==> src/rtl/adder_loader_pkg.sv <==
// Shared types for the serial operand loader: FSM state encoding and default operand width.
package adder_loader_pkg;

   localparam int DEF_WIDTH = 3;

   typedef enum logic [2:0] {
      IDLE   = 3'd0,
      LOAD_A = 3'd1,
      LOAD_B = 3'd2,
      PAR_A  = 3'd3,
      PAR_B  = 3'd4,
      HOLD   = 3'd5
   } loader_state_t;

endpackage

==> src/rtl/edge_sync.sv <==
// Multi-flop synchronizer for a slow asynchronous pin, with a one-clock rising-edge pulse
// derived from the synchronized level.
module edge_sync #(
   parameter int SYNC_STAGES = 2
) (
   input  logic clk,
   input  logic rst_n,
   input  logic async_i,
   output logic level_o,
   output logic rise_o
);

   logic [SYNC_STAGES-1:0] sync_q;
   logic                   prev_q;

   always_ff @(posedge clk or negedge rst_n) begin
      if (!rst_n) begin
         sync_q <= '0;
         prev_q <= 1'b0;
      end else begin
         sync_q <= {sync_q[SYNC_STAGES-2:0], async_i};
         prev_q <= sync_q[SYNC_STAGES-1];
      end
   end

   assign level_o = sync_q[SYNC_STAGES-1];
   assign rise_o  = sync_q[SYNC_STAGES-1] & ~prev_q;

endmodule

==> src/rtl/adder_operand_loader.sv <==
// Serial-to-parallel operand loader for the 3-bit ripple adder: captures A then B MSB first,
// then holds them behind a valid/ready handshake. Optional parity bits: define PARITY_CHECK_EN.
module adder_operand_loader
   import adder_loader_pkg::*;
#(
   parameter int WIDTH       = DEF_WIDTH,
   parameter int SYNC_STAGES = 2
) (
   input  logic             clk,
   input  logic             rst_n,
   input  logic             ser_in,
   input  logic             ser_strobe,
   input  logic             frame_start,
   output logic [WIDTH-1:0] op_a,
   output logic [WIDTH-1:0] op_b,
   output logic             op_valid,
   input  logic             op_ready,
   output logic             busy,
   output logic             err
);

   localparam int CW = $clog2(WIDTH + 1);

   loader_state_t    state_q, state_d;
   logic [CW-1:0]    cnt_q, cnt_d;
   logic [WIDTH-1:0] sh_a_q, sh_a_d, sh_b_q, sh_b_d;
   logic [WIDTH-1:0] op_a_q, op_a_d, op_b_q, op_b_d;
   logic             valid_q, valid_d;
   logic             err_q, err_d;

   logic ser_lvl, ser_rise_unused, smp, fs_rise, last_bit;

   edge_sync #(.SYNC_STAGES(SYNC_STAGES)) u_sync_ser (
      .clk(clk), .rst_n(rst_n), .async_i(ser_in), .level_o(ser_lvl), .rise_o(ser_rise_unused)
   );

   logic strobe_lvl_unused;
   edge_sync #(.SYNC_STAGES(SYNC_STAGES)) u_sync_strobe (
      .clk(clk), .rst_n(rst_n), .async_i(ser_strobe), .level_o(strobe_lvl_unused), .rise_o(smp)
   );

   logic fs_lvl_unused;
   edge_sync #(.SYNC_STAGES(SYNC_STAGES)) u_sync_fs (
      .clk(clk), .rst_n(rst_n), .async_i(frame_start), .level_o(fs_lvl_unused), .rise_o(fs_rise)
   );

   always_ff @(posedge clk or negedge rst_n) begin
      if (!rst_n) begin
         state_q <= IDLE;
         cnt_q   <= '0;
         sh_a_q  <= '0;
         sh_b_q  <= '0;
         op_a_q  <= '0;
         op_b_q  <= '0;
         valid_q <= 1'b0;
         err_q   <= 1'b0;
      end else begin
         state_q <= state_d;
         cnt_q   <= cnt_d;
         sh_a_q  <= sh_a_d;
         sh_b_q  <= sh_b_d;
         op_a_q  <= op_a_d;
         op_b_q  <= op_b_d;
         valid_q <= valid_d;
         err_q   <= err_d;
      end
   end

   always_comb begin
      state_d  = state_q;
      cnt_d    = cnt_q;
      sh_a_d   = sh_a_q;
      sh_b_d   = sh_b_q;
      op_a_d   = op_a_q;
      op_b_d   = op_b_q;
      valid_d  = valid_q;
      err_d    = err_q;
      last_bit = (cnt_q == CW'(WIDTH - 1));

      // A frame_start edge outranks a same-cycle sample everywhere except HOLD.
      if (fs_rise && state_q != HOLD) begin
         state_d = LOAD_A;
         cnt_d   = '0;
         err_d   = 1'b0;
      end else begin
         case (state_q)
            IDLE: ;
            LOAD_A: if (smp) begin
               sh_a_d = {sh_a_q[WIDTH-2:0], ser_lvl};
               cnt_d  = cnt_q + CW'(1);
               if (last_bit) begin
                  cnt_d = '0;
`ifdef PARITY_CHECK_EN
                  state_d = PAR_A;
`else
                  state_d = LOAD_B;
`endif
               end
            end
            LOAD_B: if (smp) begin
               sh_b_d = {sh_b_q[WIDTH-2:0], ser_lvl};
               cnt_d  = cnt_q + CW'(1);
               if (last_bit) begin
                  cnt_d = '0;
`ifdef PARITY_CHECK_EN
                  state_d = PAR_B;
`else
                  state_d = HOLD;
                  op_a_d  = sh_a_q;
                  op_b_d  = sh_b_d;
                  valid_d = 1'b1;
`endif
               end
            end
`ifdef PARITY_CHECK_EN
            PAR_A: if (smp) begin
               if (^sh_a_q ^ ser_lvl) begin
                  err_d   = 1'b1;
                  state_d = IDLE;
               end else begin
                  state_d = LOAD_B;
               end
            end
            PAR_B: if (smp) begin
               if (^sh_b_q ^ ser_lvl) begin
                  err_d   = 1'b1;
                  state_d = IDLE;
               end else begin
                  state_d = HOLD;
                  op_a_d  = sh_a_q;
                  op_b_d  = sh_b_q;
                  valid_d = 1'b1;
               end
            end
`endif
            HOLD: if (valid_q && op_ready) begin
               valid_d = 1'b0;
               state_d = IDLE;
            end
            default: state_d = IDLE;
         endcase
      end
   end

   assign op_a     = op_a_q;
   assign op_b     = op_b_q;
   assign op_valid = valid_q;
   assign busy     = (state_q != IDLE);
   assign err      = err_q;

endmodule
==> config.mk <==
export PLATFORM = sky130hd
export DESIGN_NAME = adder_operand_loader
export DESIGN_NICKNAME = d
export VERILOG_FILES = /design/src/rtl/adder_loader_pkg.sv /design/src/rtl/edge_sync.sv /design/src/rtl/adder_operand_loader.sv
export SDC_FILE = /design/constraint.sdc
export NUM_CORES = 1
export LEC_CHECK = 0
export ABC_AREA = 1
export ABC_CLOCK_PERIOD_IN_PS = 1260
export CELL_PAD_IN_SITES_DETAIL_PLACEMENT = 2
export CELL_PAD_IN_SITES_GLOBAL_PLACEMENT = 2
export CORE_MARGIN = 5
export CORE_UTILIZATION = 32
export DETAILED_ROUTE_END_ITERATION = 10
export HOLD_SLACK_MARGIN = 0.06
export PLACE_DENSITY_LB_ADDON = 0.3
export SLEW_MARGIN = 15
export SYNTH_ARGS = -nofsm -noshare
export SYNTH_HDL_FRONTEND = slang
export SYNTH_SLANG_ARGS = --single-unit
==> constraint.sdc <==
create_clock -name clk -period 1.26 [get_ports clk]
set_input_delay 0.252 -clock clk [delete_from_list [all_inputs] [get_ports clk]]
set_output_delay 0.252 -clock clk [all_outputs]
set_load 0.02 [all_outputs]
# After elaboration in Yosys (flattened, before gate mapping)
# Index checks and enable logic that the tools add are counted.
# totals
reg_bits,25
inputBits,6
output_inout_bits,9
wordCells,61
# op_classes
addsub,1
eq_ne,14
muxes,15
bitwise_logic,5
reduce_logical,14
# op_table
cell,count
two-way mux 3 bit,6
!= test 3 bit (second input constant),6
case mux 3 bit (4 select lines),1
two-way mux 2 bit,4
!= test 2 bit (second input constant),4
AND reduction 3 bit,2
AND reduction 6 bit,1
nonzero test 2 bit,3
AND reduction 5 bit,1
AND reduction 4 bit,1
== test 3 x 1 -> 1 bit (second input constant),1
== test 3 x 2 -> 1 bit (second input constant),1
== test 3 bit (second input constant),1
logical NOT 3 bit,1
two-way mux 1 bit,3
NOT 1 bit,3
nonzero test 3 bit,1
adder 2 x 1 -> 2 bit (second input constant),1
bitwise AND 1 bit,2
== test 2 bit (second input constant),1
logical AND 1 bit,2
case mux 1 bit (2 select lines),1
AND reduction 2 bit,1
OR reduction 2 bit,1

# Logic depth before layout (Yosys ltp)
# Gate-level depths: netlist (run 1).
# depth
ltp_word,5
mapped_depth,8
depth_no_buf,8

# Cells and area by module
# A second synthesis (run 1) with hierarchy kept.
# unflattened
cells_unflattened,116
hier_area_um2,1094.8
# by_module_without_submodules
mod,instances,cells_each,area_per_inst_um2,seq_area_each_um2
adder_operand_loader,1,101,839.6,425.4
edge_sync,3,5,85.1,75.1

# Least setup slack after synthesis (run 1)
# OpenSTA, ideal clock, no wires.
# synth_path
kind,register to register
from,register state_q[2]
to,"register op_a_q[1], in the netlist op_a[1]"
setup_ps,118
t_arrival_ps,1047
required_time_ps,1142
path_slack_ps,95
path_stages_with_launch,8
n_path_buf,1
synth_period_minus_slack_ps,1165
path_cell_list,dfrtp_1 nor2_2 nand2_2 nor2_4 nand2_2 buf_6 nand2_1 o21ai_2
# synth_via
elab_chain_cells,4
elab_cells_between_ends,5
cone_classes,eq/ne: 2; bitwise: 1; reduce/logical: 2
# synth_rtl
element,line_no,text
start: declaration,adder_operand_loader.sv:24,"loader_state_t state_q, state_d;"
start signal: assignment,adder_operand_loader.sv:58,state_q <= state_d;
!= test 3 bit,adder_operand_loader.sv:81,if (fs_rise && state_q != HOLD) begin
logical AND 1 bit,adder_operand_loader.sv:81,
NOT 1 bit (no source line),n/a,
AND reduction 4 bit (no source line) (*),n/a,
end signal: assignment,adder_operand_loader.sv:62,op_a_q <= op_a_d;
end: declaration,adder_operand_loader.sv:27,"logic [WIDTH-1:0] op_a_q, op_a_d, op_b_q, op_b_d;"
# Every way passes the cells marked *; elsewhere a longest branch is shown, timed or not.
# A chain may end at the register's enable or synchronous reset.

# Final worst setup path (run 1)
# layout_path
from,register state_q[0]
to,output busy
# layout_via
elab_chain_cells,1
# layout_rtl
element,line_no,text
nonzero test 3 bit,adder_operand_loader.sv:148,assign busy = (state_q != IDLE);
end: declaration,adder_operand_loader.sv:18,"output logic busy,"
# No other way between the ends.

==> results of run 1 <==
-- critical path, delay by kind of cell, from the launching register on --
family	cells	cell delay [ps]
and+or+nand+nor	2	250
buffers and inverters	1	140
DFF	1	420
-- cells in the mapped netlist --
cell | count | area (sq um)
o21ai_2 | 3 | 26.28
nand4_1 | 3 | 18.77
dfrtp_1 | 25 | 625.6
nor2_1 | 9 | 33.78
nor2_2 | 1 | 6.260
buf_6 | 1 | 11.26
nand2_1 | 36 | 135.1
o21a_1 | 1 | 7.510
o21ai_0 | 5 | 25.02
buf_4 | 1 | 7.510
nor2_4 | 3 | 33.78
nor3_2 | 1 | 10.01
nand3_1 | 7 | 35.03
nand3_2 | 1 | 10.01
a21oi_1 | 1 | 5.000
inv_1 | 13 | 48.80
conb_1 | 1 | 3.750
nand2_2 | 3 | 18.77
-- power groups by stage --
stage | registers (W) | logic (W) | clock network, W
final | 0.00107 | 0.00122 | 0.000374
after global routing | 0.00109 | 0.00133 | 0.000427
after CTS | 0.00106 | 0.00100 | 0.000398
after detailed placement | 0.00107 | 0.000844 | 0
after global placement | 0.00106 | 0.000802 | 0
after floorplan | 0.00109 | 0.000429 | 0
-- logic make-up (layout without fill, tap and decap cells) --
logic type / after synthesis / in the layout / share of synthesized area, %
AO/OA/AOI/OAI: 10 / 10 / 6.007
AND/OR/NAND/NOR: 64 / 65 / 28.39
other: 1 / 1 / 0.3530
flip-flops: 25 / 25 / 58.89
buffers and inverters: 15 / 51 / 6.361
-- what timing repair did --
| item | CTS | global route |
|---|---|---|
| gates cloned | 1 | 0 |
| pin swaps | 11 | 6 |
| resized for setup | 49 | 32 |
| setup buffers | 5 | 8 |
| setup endpoints to repair | 24 | 22 |
-- through the flow --
stage	instance area, sq um	util (%)
global route	1573	47.89
global placement	1319	40.15
detailed placement	1319	40.15
floorplan	1062	-
CTS	1453	44.23
finish	1573	47.89
-- routing by layer --
metal  vias up  share of wire [%]  track usage, %
met5         -                  0               0
met4         0                2.1           9.114
met3         4                1.6           1.664
met2        10                 57           25.64
met1       461                 39           15.90
li1        431                  -               -
-- path summary, 6_finish.rpt --
path	to	cells after the start	slack, ps
setup / recovery	busy	3	-110
hold / removal	op_a[1]$_DFFE_PN0P_	2	250
setup reg to reg	op_b[1]$_DFFE_PN0P_	7	-90
hold reg to reg	u_sync_strobe.sync_q[1]$_DFF_PN0_	0	370
max in group asynchronous	cnt_q[0]$_DFFE_PN0P_	2	840
min in group clk	u_sync_ser.sync_q[0]$_DFF_PN0_	1	350
-- cell type report --
| class | count | area [sq um] |
|---|---|---|
| Fill cell | 350 | 1712 |
| Clock buffer | 3 | 22.52 |
| Sequential cell | 25 | 625.6 |
| Clock inverter | 1 | 7.507 |
| Tap cell | 46 | 57.56 |
| Multi-Input combinational cell | 76 | 524.3 |
| Timing Repair Buffer | 34 | 286.5 |
| Inverter | 13 | 48.80 |
-- sequential cells by signal (all words and copies together), names as in the netlist --
register              cells
state_q                   3
u_sync_strobe.prev_q      1
u_sync_strobe.sync_q      2
cnt_q                     2
u_sync_fs.prev_q          1
op_b                      3
u_sync_fs.sync_q          2
op_valid                  1
sh_a_q                    3
op_a                      3
sh_b_q                    2
u_sync_ser.sync_q         2
==> results.py, run 1 <==
metrics = {
    "place": {
        "port_buffers": 13,
        "hpwl_um": 1857,
        "placed_cells": 182,
        "gp_congestion": 0.7255,
        "post-place-ws_ps": -144.2,
    },
    "drt": {
        "drtIter0Drc": 11,
        "routed-via-count": 906,
        "wirelength_um": 3000,
        "wl_per_cell_um": 15.15,
        "viasPerCell": 4.576,
        "dr.pass1.iters": 3,
        "post-route-drc-count": 0,
        "ant_nets": 0,
    },
    "pwr": {
        "combPwrFrac_pct": 45.8,
        "power.clock.fraction_pct": 14.1,
        "p_sw_w": 0.001051,
        "fin_total_pwr_w": 0.002663,
        "power_density_nw_per_um2": 1693,
        "ir_drop_uv": 784.4,
        "power.leakage_nw": 0.7998,
        "switching_share_pct": 39.46,
        "seqPwrFrac_pct": 40.2,
        "p_int_w": 0.001612,
    },
    "die": {
        "initial_core_util_pct": 32.34,
        "die_w_um": 67.62,
        "num_rows": 21,
        "die_h_um": 67.62,
        "ios": 15,
        "placeableCoreArea_sq_um": 3284,
        "design.die.area_sq_um": 4572,
    },
    "timing": {
        "setup_ws_ps": -113.6,
        "clock_skew_ps": 13.37,
        "setup_violations": 8,
        "rsz0062_at_grt": "true",
        "finalMaxSlewViolations": 0,
        "post-route-min-period_ps": 1374,
        "tns_ps": -542.9,
        "period_share_pct": 109.0,
        "max_freq_mhz": 728.0,
        "hold_viol_final": 0,
        "worst_hold_slack_ps": 250.8,
    },
    "worst_setup_path": {
        "end_kind": "primary output",
        "worst_setup_path_start_kind": "flip-flop",
        "critical_path.slowest_cell": "dfrtp_1",
        "crit_arrival_ps": 1120,
        "criticalPathCategory": "flip-flop to primary output",
        "path_max_fanout": 2,
        "worstPathRequired_ps": 1010,
        "regToRegStartpoint": "state_q[0]$_DFFE_PN0P_",
        "crit_start": "state_q[0]$_DFFE_PN0P_",
        "crit_chain": "nor2_2 -> nand2_1 -> buf_6",
        "max_stage_delay_ps": 420,
    },
    "synth": {
        "synth_nets": 121,
        "ys_seq_elements": 25,
        "ys_seq_area_share_pct": 58.89,
        "netlist_area_sq_um": 1062,
        "yosys_warnings": 0,
        "yosysUniqueCellTypes": 18,
        "netlist_instances": 115,
        "avgSynthCellArea_sq_um": 9.237,
    },
    "global_routing": {
        "overflow": 0,
        "track_usage_pct": 14.33,
        "grt_max_degree": 26,
        "grt_first_pass_wirelength_um": 4609,
        "antenna_found_initial": 0,
        "grt_pass1_vias": 987,
    },
    "final_layout": {
        "finish.net_count": 159,
        "final_common_cell": "dfrtp_1",
        "antenna_cells": 0,
        "fin_cells": 198,
        "final_cell_mix": "25 x dfrtp_1, 22 x nand2_1, 17 x buf_4, 12 x nand2_2, 9 x inv_1",
        "area_growth_pct": 48.06,
        "drive_above_1_share_pct": 48.03,
    },
    "clock_tree": {
        "ctsHtreeMaxLevel": 1,
        "cts_sinks": 25,
        "clock_path_buffers": 2,
        "clkSlewWorstSetupHoldPaths_ps": 150,
        "root_buffer": "clkbuf_4",
        "cts_buffers": 3,
        "clkLatencyLatePin_ps": 330,
        "cts_tree": "built",
        "cts_hold_buffers": 0,
    },
    "flow_run": {
        "maxCapViolCount": 0,
    },
    "status": {
        "status": "finished with violations",
        "violations": "setup timing",
    },
    "worst_hold_path": {
        "hp-class": "primary input to asynchronous set/reset pin",
    },
}
Power figures use the tool's default switching activity.
==> inputs of run 2 (changes only) <==
--- a/config.mk
+++ b/config.mk
@@ -6,7 +6,7 @@
 export NUM_CORES = 1
 export LEC_CHECK = 0
 export ABC_AREA = 1
-export ABC_CLOCK_PERIOD_IN_PS = 1260
+export ABC_CLOCK_PERIOD_IN_PS = 1540
 export CELL_PAD_IN_SITES_DETAIL_PLACEMENT = 2
 export CELL_PAD_IN_SITES_GLOBAL_PLACEMENT = 2
 export CORE_MARGIN = 5
==> constraint.sdc (replaced) <==
create_clock -name clk -period 1.54 [get_ports clk]
set_input_delay 0.308 -clock clk [delete_from_list [all_inputs] [get_ports clk]]
set_output_delay 0.308 -clock clk [all_outputs]
set_load 0.02 [all_outputs]
==> run 2 against run 1 <==
Against the previous run: the flow now finishes without violations; global-route usage shrank 2.5 points; flip-flop and latch count is the same; sequential share of layout area rose by 9.3 points; clock skew is 4.1 ps lower; register-to-register slack better by 330 ps; setup slack better by 200 ps; critical endpoint unchanged; largest cell class unchanged; largest power group is now sequential cells.
==> results.py, run 2 (synthesized netlist as in run 1, its figures left out) <==
metrics = {
    "timing": {
        "post-route-min-period_ps": 1449,
        "period_share_pct": 94.10,
        "hold_viol_final": 0,
        "setup_violations": 0,
        "max_freq_mhz": 690.1,
        "worst_hold_slack_ps": 337.2,
        "finalMaxSlewViolations": 0,
        "rsz0062_at_grt": "false",
        "clock_skew_ps": 9.257,
        "tns_ps": 0,
    },
    "pwr": {
        "p_int_w": 0.001080,
        "seqPwrFrac_pct": 50.0,
        "ir_drop_uv": 556.0,
        "switching_share_pct": 37.42,
        "power_density_nw_per_um2": 1354,
        "power.clock.fraction_pct": 16.9,
        "power.leakage_nw": 0.6615,
        "combPwrFrac_pct": 33.1,
        "p_sw_w": 0.0006458,
    },
    "die": {
        "design.die.area_sq_um": 4572,
        "die_w_um": 67.62,
        "num_rows": 21,
        "initial_core_util_pct": 32.34,
        "ios": 15,
        "die_h_um": 67.62,
        "placeableCoreArea_sq_um": 3284,
    },
    "global_routing": {
        "use_met3_pct": 2.995,
        "overflow": 0,
        "grt_first_pass_wirelength_um": 4002,
        "busiest_layer": "met2",
        "grt_use_met1_pct": 13.20,
        "grt_pass1_vias": 913,
        "antenna_found_initial": 0,
        "grtUsageMet2_pct": 21.39,
        "track_usage_pct": 11.85,
        "grt_max_degree": 26,
    },
    "final_layout": {
        "final_common_cell": "nand2_1",
        "nFillCells": 383,
        "drive_above_1_share_pct": 15.67,
        "multiInputGateArea_sq_um": 369.1,
        "antenna_cells": 0,
        "final_cell_mix": "36 x nand2_1, 25 x dfrtp_1, 13 x inv_1, 9 x nor2_1",
        "fin_util_pct": 38.82,
        "fin_area_sq_um": 1275,
        "area_growth_pct": 20.02,
        "finish.net_count": 141,
        "ff_latch_area_sq_um": 625.6,
    },
    "drt": {
        "drtIter0Drc": 24,
        "wl_per_cell_um": 12.88,
        "post-route-drc-count": 0,
        "ant_nets": 0,
        "dr.pass1.iters": 4,
        "viasPerCell": 4.433,
        "wirelength_um": 2319,
        "routed-via-count": 798,
    },
    "place": {
        "postPlaceCellArea_sq_um": 1261,
        "port_buffers": 13,
        "hpwl_um": 1833,
        "gp_congestion": 0.7228,
    },
    "clock_tree": {
        "cts_sinks": 25,
        "cts_tree": "built",
        "root_buffer": "clkbuf_4",
        "ctsHtreeMaxLevel": 1,
        "clkLatencyLatePin_ps": 310,
        "clock_path_buffers": 2,
        "cts_buffers": 3,
        "clkSlewWorstSetupHoldPaths_ps": 140,
    },
    "worst_setup_path": {
        "path_max_fanout": 2,
        "reg2reg_slack_ps": 240,
        "crit_arrival_ps": 1140,
        "regToRegStartpoint": "state_q[2]$_DFFE_PN0P_",
        "crit_start": "state_q[2]$_DFFE_PN0P_",
        "worstPathRequired_ps": 1230,
        "rr_endpoint": "state_q[0]$_DFFE_PN0P_",
        "criticalPathCategory": "flip-flop to primary output",
        "end_kind": "primary output",
        "worst_setup_path_start_kind": "flip-flop",
        "reg2reg_depth": 7,
        "crit_path_end": "busy",
    },
    "flow_run": {
        "maxCapViolCount": 0,
    },
    "worst_hold_path": {
        "hp-class": "primary input to asynchronous set/reset pin",
    },
    "status": {
        "status": "finished, final reports clean",
    },
}
-- run 2: changes by cell type in the layout (fill, tap and decap cells not counted), sizes merged --
| cell | delta |
|---|---|
| clkinvlp | -1 |
| clkinv | +1 |
| buf | -24 |
| dlygate4sd2 | +7 |
| nand2 | -1 |
-- run 2: per-stage QoR --
step,std cells,setup slack [ps],power [W]
after detailed placement,176,52.39,0.001496
after floorplan,115,374.8,0.001242
after global placement,176,93.26,0.001437
after CTS,180,64.27,0.001767
final,180,90.86,0.001726
after global routing,180,29.69,0.001864
-- run 2: how the worst min path moves through the flow --
| stage | start | end | slack (ps) | cells past startpoint |
|---|---|---|---|---|
| 3_5_place_dp | u_sync_ser.sync_q[0]$_DFF_PN0_ | u_sync_ser.sync_q[1]$_DFF_PN0_ | 340 | 0 |
| 3_3_place_gp | u_sync_fs.sync_q[0]$_DFF_PN0_ | u_sync_fs.sync_q[1]$_DFF_PN0_ | 330 | 0 |
| 5_1_grt | rst_n | op_valid$_DFFE_PN0P_ | 340 | 2 |
| 6_report | rst_n | op_a[1]$_DFFE_PN0P_ | 340 | 2 |
| 4_1_cts | rst_n | op_valid$_DFFE_PN0P_ | 340 | 2 |
| 2_1_floorplan | rst_n | cnt_q[0]$_DFFE_PN0P_ | 10 | 0 |
-- run 2: repair_timing --
action	CTS	global route
setup endpoints to repair	8	0
hold buffers	0	0
setup buffers	0	0
resized for setup	11	0
-- run 2: layout make-up --
cell class              instances  share of cell area, %
clock buffers                   3                  1.766
repair buffers                 17                  11.48
multi-input cells              75                  28.95
inverters                      13                  3.827
well taps                      46                  4.514
clock inverters                 1                 0.3925
flip-flops and latches         25                  49.07
-- run 2: worst max-delay path, cell delays in order (launching register included) --
cell and delay [ps]:
dfrtp_1 430, nor2_2 150, nand2_1 90, buf_2 170
-- run 2: per-layer routing --
| metal | vias up | routed length, um |
|---|---|---|
| li1 | 393 | - |
| met1 | 395 | 951 |
| met2 | 8 | 1277 |
| met3 | 2 | 69 |
| met4 | 0 | 21 |
| met5 | - | 0 |
-- run 2: power by group through the flow --
stage	Clock, W	Combinational (W)	Sequential [W]
finish	0.000292	0.000571	0.000863
floorplan	0	0.000351	0.000891
detailed placement	0	0.000614	0.000881
global placement	0	0.000572	0.000865
global route	0.000337	0.000648	0.000879
CTS	0.000310	0.000591	0.000867
